File: src/rtl/eth_loopback_pkg.sv
// Shared types and constants for the Ethernet loopback FIFO.
package eth_loopback_pkg;

  // Forwarding policy: stream words as soon as buffered, or hold whole packets.
  typedef enum logic {
    LB_CUT_THROUGH = 1'b0,
    LB_STORE_FWD   = 1'b1
  } lb_mode_e;

  // Number of LEDs mirrored from the inbound data stream.
  localparam int LED_W = 8;

endpackage

File: src/rtl/eth_lb_fifo.sv
// Synchronous FIFO with first-word fall-through read: the head entry is
// visible on rdata whenever the FIFO is not empty.
module eth_lb_fifo #(
  parameter int WIDTH = 8,
  parameter int DEPTH = 16
) (
  input  logic                   clk,
  input  logic                   resetn,
  input  logic                   push,
  input  logic                   pop,
  input  logic [WIDTH-1:0]       wdata,
  output logic [WIDTH-1:0]       rdata,
  output logic                   full,
  output logic                   empty,
  output logic [$clog2(DEPTH):0] count
);

  localparam int PTR_W = $clog2(DEPTH);
  localparam int CNT_W = PTR_W + 1;

  logic [WIDTH-1:0] mem [DEPTH];
  logic [PTR_W-1:0] wr_ptr_reg;
  logic [PTR_W-1:0] rd_ptr_reg;
  logic [CNT_W-1:0] count_reg;
  logic             do_push;
  logic             do_pop;

  // Guard against overrun/underrun even if the caller misbehaves.
  assign do_push = push && !full;
  assign do_pop  = pop && !empty;

  // Storage write; contents are deliberately left unreset.
  always_ff @(posedge clk) begin
    if (do_push) begin
      mem[wr_ptr_reg] <= wdata;
    end
  end

  // Pointer and occupancy tracking; pointers wrap naturally (DEPTH is 2^n).
  always_ff @(posedge clk) begin
    if (!resetn) begin
      wr_ptr_reg <= '0;
      rd_ptr_reg <= '0;
      count_reg  <= '0;
    end else begin
      if (do_push) begin
        wr_ptr_reg <= wr_ptr_reg + PTR_W'(1);
      end
      if (do_pop) begin
        rd_ptr_reg <= rd_ptr_reg + PTR_W'(1);
      end
      case ({do_push, do_pop})
        2'b10:   count_reg <= count_reg + CNT_W'(1);
        2'b01:   count_reg <= count_reg - CNT_W'(1);
        default: count_reg <= count_reg;
      endcase
    end
  end

  // Head entry is read combinationally so tx sees it the cycle after a push.
  assign rdata = mem[rd_ptr_reg];
  assign full  = (count_reg == CNT_W'(DEPTH));
  assign empty = (count_reg == '0);
  assign count = count_reg;

endmodule

File: src/rtl/eth_loopback_fifo.sv
// Loopback of a packet stream through a FIFO, with cut-through or
// store-and-forward release, LED mirror, packet counter and framing check.
module eth_loopback_fifo
  import eth_loopback_pkg::*;
#(
  parameter int       DATA_W  = 256,
  parameter int       ADDR_W  = 4,
  parameter int       DEPTH   = 16,
  parameter lb_mode_e MODE    = LB_CUT_THROUGH,
  parameter int       LED_LSB = 24
) (
  input  logic              clk,
  input  logic              resetn,
  input  logic              rx_valid,
  output logic              rx_ready,
  input  logic [DATA_W-1:0] rx_data,
  input  logic [ADDR_W-1:0] rx_addr,
  input  logic              rx_sop,
  input  logic              rx_eop,
  output logic              tx_valid,
  input  logic              tx_ready,
  output logic [DATA_W-1:0] tx_data,
  output logic [ADDR_W-1:0] tx_addr,
  output logic              tx_sop,
  output logic              tx_eop,
  output logic [LED_W-1:0]  leds,
  output logic [31:0]       pkt_count,
  output logic              sop_err
);

  localparam int WORD_W = DATA_W + ADDR_W + 2;
  localparam int CNT_W  = $clog2(DEPTH) + 1;

  logic [WORD_W-1:0] wr_word;
  logic [WORD_W-1:0] rd_word;
  logic              fifo_full;
  logic              fifo_empty;
  logic [CNT_W-1:0]  fifo_count;
  logic              push;
  logic              pop;
  logic              push_eop;
  logic              pop_eop;

  logic [CNT_W-1:0]  pkts_held_reg;
  logic              release_reg;
  logic              held_empty;
  logic              release_now;
  logic              tx_gate;
  logic              in_pkt_reg;
  logic              sop_err_reg;
  logic [LED_W-1:0]  led_bits_reg;
  logic [31:0]       pkt_count_reg;

  assign wr_word = {rx_sop, rx_eop, rx_addr, rx_data};
  assign {tx_sop, tx_eop, tx_addr, tx_data} = rd_word;

  eth_lb_fifo #(
    .WIDTH (WORD_W),
    .DEPTH (DEPTH)
  ) u_fifo (
    .clk    (clk),
    .resetn (resetn),
    .push   (push),
    .pop    (pop),
    .wdata  (wr_word),
    .rdata  (rd_word),
    .full   (fifo_full),
    .empty  (fifo_empty),
    .count  (fifo_count)
  );

  // Both handshakes are qualified by reset so nothing moves while resetn is low.
  assign rx_ready = resetn && (fifo_count < CNT_W'(DEPTH));
  assign push     = rx_valid && rx_ready;
  assign pop      = tx_valid && tx_ready;
  assign push_eop = push && rx_eop;
  assign pop_eop  = pop && tx_eop;

  // A full FIFO with no complete packet inside can never gain one, so the
  // partial packet is released to avoid deadlock.
  assign held_empty  = (pkts_held_reg == '0);
  assign release_now = fifo_full && held_empty;

  // Store-and-forward only offers data once a whole packet (or overflow) is held.
  always_comb begin
    tx_gate = 1'b1;
    if (MODE == LB_STORE_FWD) begin
      tx_gate = !held_empty || release_reg || release_now;
    end
  end

  assign tx_valid = resetn && !fifo_empty && tx_gate;

  // Count buffered end-of-packet words and track an in-progress overflow release.
  always_ff @(posedge clk) begin
    if (!resetn) begin
      pkts_held_reg <= '0;
      release_reg   <= 1'b0;
    end else begin
      case ({push_eop, pop_eop})
        2'b10:   pkts_held_reg <= pkts_held_reg + CNT_W'(1);
        2'b01:   pkts_held_reg <= pkts_held_reg - CNT_W'(1);
        default: pkts_held_reg <= pkts_held_reg;
      endcase
      if (pop_eop) begin
        release_reg <= 1'b0;
      end else if (release_now) begin
        release_reg <= 1'b1;
      end
    end
  end

  // Inbound framing: open-packet flag and sticky duplicate-sop error.
  always_ff @(posedge clk) begin
    if (!resetn) begin
      in_pkt_reg  <= 1'b0;
      sop_err_reg <= 1'b0;
    end else if (push) begin
      if (rx_sop && in_pkt_reg) begin
        sop_err_reg <= 1'b1;
      end
      if (rx_eop) begin
        in_pkt_reg <= 1'b0;
      end else if (rx_sop) begin
        in_pkt_reg <= 1'b1;
      end
    end
  end

  // Mirror one byte of each accepted word to the LEDs.
  always_ff @(posedge clk) begin
    if (!resetn) begin
      led_bits_reg <= '0;
    end else if (push) begin
      led_bits_reg <= rx_data[LED_LSB +: LED_W];
    end
  end

  // Count packets leaving on tx; wraps at 2^32.
  always_ff @(posedge clk) begin
    if (!resetn) begin
      pkt_count_reg <= '0;
    end else if (pop_eop) begin
      pkt_count_reg <= pkt_count_reg + 32'd1;
    end
  end

  assign leds      = ~led_bits_reg;
  assign pkt_count = pkt_count_reg;
  assign sop_err   = sop_err_reg;

endmodule

File: config.mk
export PLATFORM = sky130hd
export DESIGN_NAME = eth_loopback_fifo
export DESIGN_NICKNAME = d
export VERILOG_FILES = /design/src/rtl/eth_loopback_pkg.sv /design/src/rtl/eth_lb_fifo.sv /design/src/rtl/eth_loopback_fifo.sv
export SDC_FILE = /design/constraint.sdc
export NUM_CORES = 2
export LEC_CHECK = 0
export CAP_MARGIN = 20
export CORE_ASPECT_RATIO = 1.75
export CORE_MARGIN = 10
export CORE_UTILIZATION = 65
export DETAILED_ROUTE_END_ITERATION = 6
export GPL_TIMING_DRIVEN = 0
export PLACE_DENSITY = 0.84
export REMOVE_ABC_BUFFERS = 1
export SETUP_SLACK_MARGIN = 0.15
export SLEW_MARGIN = 20
export SYNTH_ARGS = -nofsm -noshare
export SYNTH_HDL_FRONTEND = slang
export SYNTH_MEMORY_MAX_BITS = 65536
export SYNTH_SLANG_ARGS = --single-unit
File: constraint.sdc
create_clock -name clk -period 41.6 [get_ports clk]
set_input_delay 6.24 -clock clk [delete_from_list [all_inputs] [get_ports clk]]
set_output_delay 6.24 -clock clk [all_outputs]
set_load 0.01 [all_outputs]
==> Implementation_results.wiki <==
{| class="wikitable"
! Metric !! Value
|-
| Run status || complete, but fails checks
|-
| Failing checks || design-rule violations
|-
| Fraction of final layout cells sized beyond drive strength 1 || between 30% and 40%
|-
| Worst hold path type || flip-flop to flip-flop
|-
| Postcts setup bufs || 0
|-
| Avg Vias per Cell || approximately 7.5
|-
| Floorplan die area || about 0.27 mm2
|-
| Number of standard-cell rows in the floorplan || 240
|-
| Total non-filler cell area in the finished layout || 0.189 mm2
|-
| I/O pin count || approximately 570
|-
| Leakage component of the power || around 57 nW
|-
| 1st-iter DRT viols || approximately 13000
|-
| Number of flip-flops and latches in the synthesized netlist || 4251
|-
| Peak fanout along the critical path || 43
|-
| Via count of the first global-routing pass || 82900
|-
| Overall power after layout || slightly below 9 mW
|-
| Primary FF master, synth || sky130_fd_sc_hd__edfxtp_1
|-
| Largest register FFs || roughly 4200
|-
| Worst setup path endpoint || rx_ready
|-
| Number of buffers on the longest clock path || 4
|-
| Final worst path period share || 35.9%
|-
| Startpoint of the worst-slack reg-to-reg timing path || u_fifo.count[1]
|-
| Placed instance count || slightly above 10000
|-
| Final standard cell utilization of the core || between 70 and 80%
|-
| First-pass detailed-route iteration total || 7
|-
| Number of gates resized after cts || 0
|-
| Least setup slack across all paths after layout || ~27 ns
|-
| Residual DRC || about 80
|-
| Core footprint || between 0.2 and 0.25 mm2
|-
| Count of H-tree levels built during CTS || 5
|-
| Highest ir drop seen on vdd || ~67 uV
|-
| Setup Total Neg Slack || 0 ns
|-
| Critical path data required time || about 35 ns
|-
| YS warnings || 0
|-
| Area growth syn-to-layout || 18.3%
|-
| Reg clk slew, reported paths || approximately 0.070 ns
|-
| Starting density of the core || 65.4%
|-
| Kind of capture point of the worst setup path || output pin
|-
| Highest clock rate || 0.0669 GHz
|-
| Worst Setup Start Kind || input pin
|-
| Largest net degree at the start of global routing || 52
|-
| Number of enable flip-flop cells after synthesis || about 4200
|-
| Relative slew margins || approximately 28%
|-
| Power per cell area || between 40 and 50 mW/mm2
|-
| Count of port buffers added during placement || 570
|-
| Count of unique library cells instantiated by Yosys || 63
|-
| Number of antenna violations at the first check in global routing || between 60 and 70
|-
| Number of clock sinks || 4251
|-
| Final RePlAce weighted congestion || approximately 0.77
|-
| Total vias in the final route || ~82000
|-
| Critical Path Start || resetn
|-
| Later-pin clock latency in the skew report || roughly 0.90 ns
|-
| Fin. Hold Viols || 0
|-
| Die width || ~400 um
|-
| CTS tree || yes
|-
| CP Class || input pin to output pin
|-
| Synth Area per Inst || approximately 26 um2
|-
| Global-route wire length before repair || about 660000 um
|-
| Setup Skew || between 0.05 and 0.06 ns
|-
| Synth async-reset ratio || 0%
|-
| Die Y || approximately 680 um
|-
| Instance area after placement || around 0.18 mm2
|-
| Root Buffer || sky130_fd_sc_hd__clkbuf_16
|-
| Hold Worst Slack || 0.516 ns
|-
| Clock buffers created by TritonCTS || about 360
|-
| Number of max-slew violations in the final report || 0
|-
| Post-Syn Instances || around 6200
|-
| Period minus WS final || 14.95 ns
|-
| Worst reg-to-reg setup slack || 36.81 ns
|-
| Overall routing resource usage || 35.2%
|-
| Detail-routed net length per standard cell || roughly 43 um
|-
| Maximum capacitance violations || 0
|-
| Antenna-violating nets left || 0
|-
| WP data arrival || 8.71 ns
|-
| Sequential area share after synthesis || around four fifths
|-
| Slew @ Worst Pin || roughly 1.1 ns
|-
| Minimum setup slack after placement || about 26 ns
|-
| Area of the mapped netlist || around 0.16 mm2
|-
| Number of setup violations in the final report || 0
|-
| Endpoint of the worst-slack reg-to-reg timing path || u_fifo.count[4]
|-
| R2r worst-path depth || 12
|-
| HPWL reported at the end of detailed placement || 263000 um
|-
| Routed wire length || ~470000 um
|-
| Unrepaired setup endpoints after global routing || no
|-
| Hold Buf Count CTS || 0
|-
| Post-route non-filler standard cell count || roughly 11000
|-
| Global route overflow || 0
|-
| Net count of the finished layout || ~7600
|}
## critical path: stages
cell                              delay (ns)
sky130_fd_sc_hd__buf_2                  0.53
sky130_fd_sc_hd__clkinv_2               0.78
sky130_fd_sc_hd__nor2_1                 0.52
sky130_fd_sc_hd__clkdlybuf4s50_1        0.62
## cells in the mapped netlist, types with 16 or more instances
library cell / count / area [um2]
sky130_fd_sc_hd__buf_1: 50 / 188
sky130_fd_sc_hd__mux2i_1: 40 / 400
sky130_fd_sc_hd__a211oi_1: 20 / 150
sky130_fd_sc_hd__nand2_1: 53 / 199
sky130_fd_sc_hd__buf_2: 125 / 626
sky130_fd_sc_hd__dfxtp_1: 59 / 1180
sky130_fd_sc_hd__clkbuf_1: 135 / 507
sky130_fd_sc_hd__o31ai_1: 16 / 120
sky130_fd_sc_hd__nor2_1: 42 / 158
sky130_fd_sc_hd__nor2b_1: 21 / 131
sky130_fd_sc_hd__edfxtp_1: 4192 / 126000
sky130_fd_sc_hd__a21oi_1: 33 / 165
sky130_fd_sc_hd__mux4_2: 1286 / 29000
## worst min-delay path by stage
stage                          from         endpoint  slack (ns)  depth (start not counted)
floorplan           u_fifo.count[4]  u_fifo.count[4]        0.46                          2
global placement    led_bits_reg[5]  led_bits_reg[5]        0.46                          2
detailed placement  led_bits_reg[4]  led_bits_reg[4]        0.48                          2
CTS                 led_bits_reg[7]  led_bits_reg[7]        0.52                          2
global route        led_bits_reg[1]  led_bits_reg[1]        0.52                          2
finish              led_bits_reg[1]  led_bits_reg[1]        0.52                          2
## final cells by class
cell class / count / area, um2
sequential: 4251 / 127000
multi-input combinational: 1645 / 31500
clock buffer: 432 / 9430
antenna: 50 / 125
clock inverter: 207 / 2010
fill: 10700 / 55300
tap: 3267 / 4090
inverter: 16 / 63.8
timing repair buffer: 1080 / 14800
## power breakdown
| group | internal [mW] | switching (mW) | leakage [nW] |
|---|---|---|---|
| clock network | 1.82 | 1.61 | 5.54 |
| logic | 0.280 | 0.291 | 13.7 |
| registers | 4.73 | 0.0133 | 38.2 |
| total | 6.83 | 1.91 | 57.5 |
## routing by layer
metal  track usage, %  vias up  share of wire [%]
met5                0        -              0.066
met4             13.5       48                4.9
met3             8.44     1406                 12
met2             58.8     8011                 51
met1             45.7    43300                 32
li1                 -    29600                  -
## cells in the final DEF (no fill, tap or decap), types with 21 or more instances in the layout
master and n:
sky130_fd_sc_hd__mux2i_1 40, sky130_fd_sc_hd__a21oi_1 33, sky130_fd_sc_hd__nand2_1 53, sky130_fd_sc_hd__buf_12 138, sky130_fd_sc_hd__bufinv_16 31, sky130_fd_sc_hd__diode_2 50, sky130_fd_sc_hd__clkdlybuf4s50_1 569, sky130_fd_sc_hd__clkinvlp_4 31
sky130_fd_sc_hd__buf_16 169, sky130_fd_sc_hd__clkinv_2 62, sky130_fd_sc_hd__clkinv_1 55, sky130_fd_sc_hd__dfxtp_1 55, sky130_fd_sc_hd__clkbuf_1 61, sky130_fd_sc_hd__mux4_2 1286, sky130_fd_sc_hd__buf_6 50, sky130_fd_sc_hd__edfxtp_1 4192
sky130_fd_sc_hd__buf_4 151, sky130_fd_sc_hd__nor2b_1 21, sky130_fd_sc_hd__clkbuf_16 365, sky130_fd_sc_hd__nor2_1 30
## cell families after synthesis
family                   count (synthesis)  share of synthesized area [%]
AO/OA/AOI/OAI                          101                          0.455
AND/OR/NAND/NOR                        193                          0.622
XOR/XNOR                                15                         0.0822
buffers and inverters                  333                          0.907
flip-flops                            4251                           79.5
multiplexers                          1327                           18.4
adder cells (fa/ha/maj)                  9                         0.0704
No activity file was read; power rests on OpenSTA's default activity.
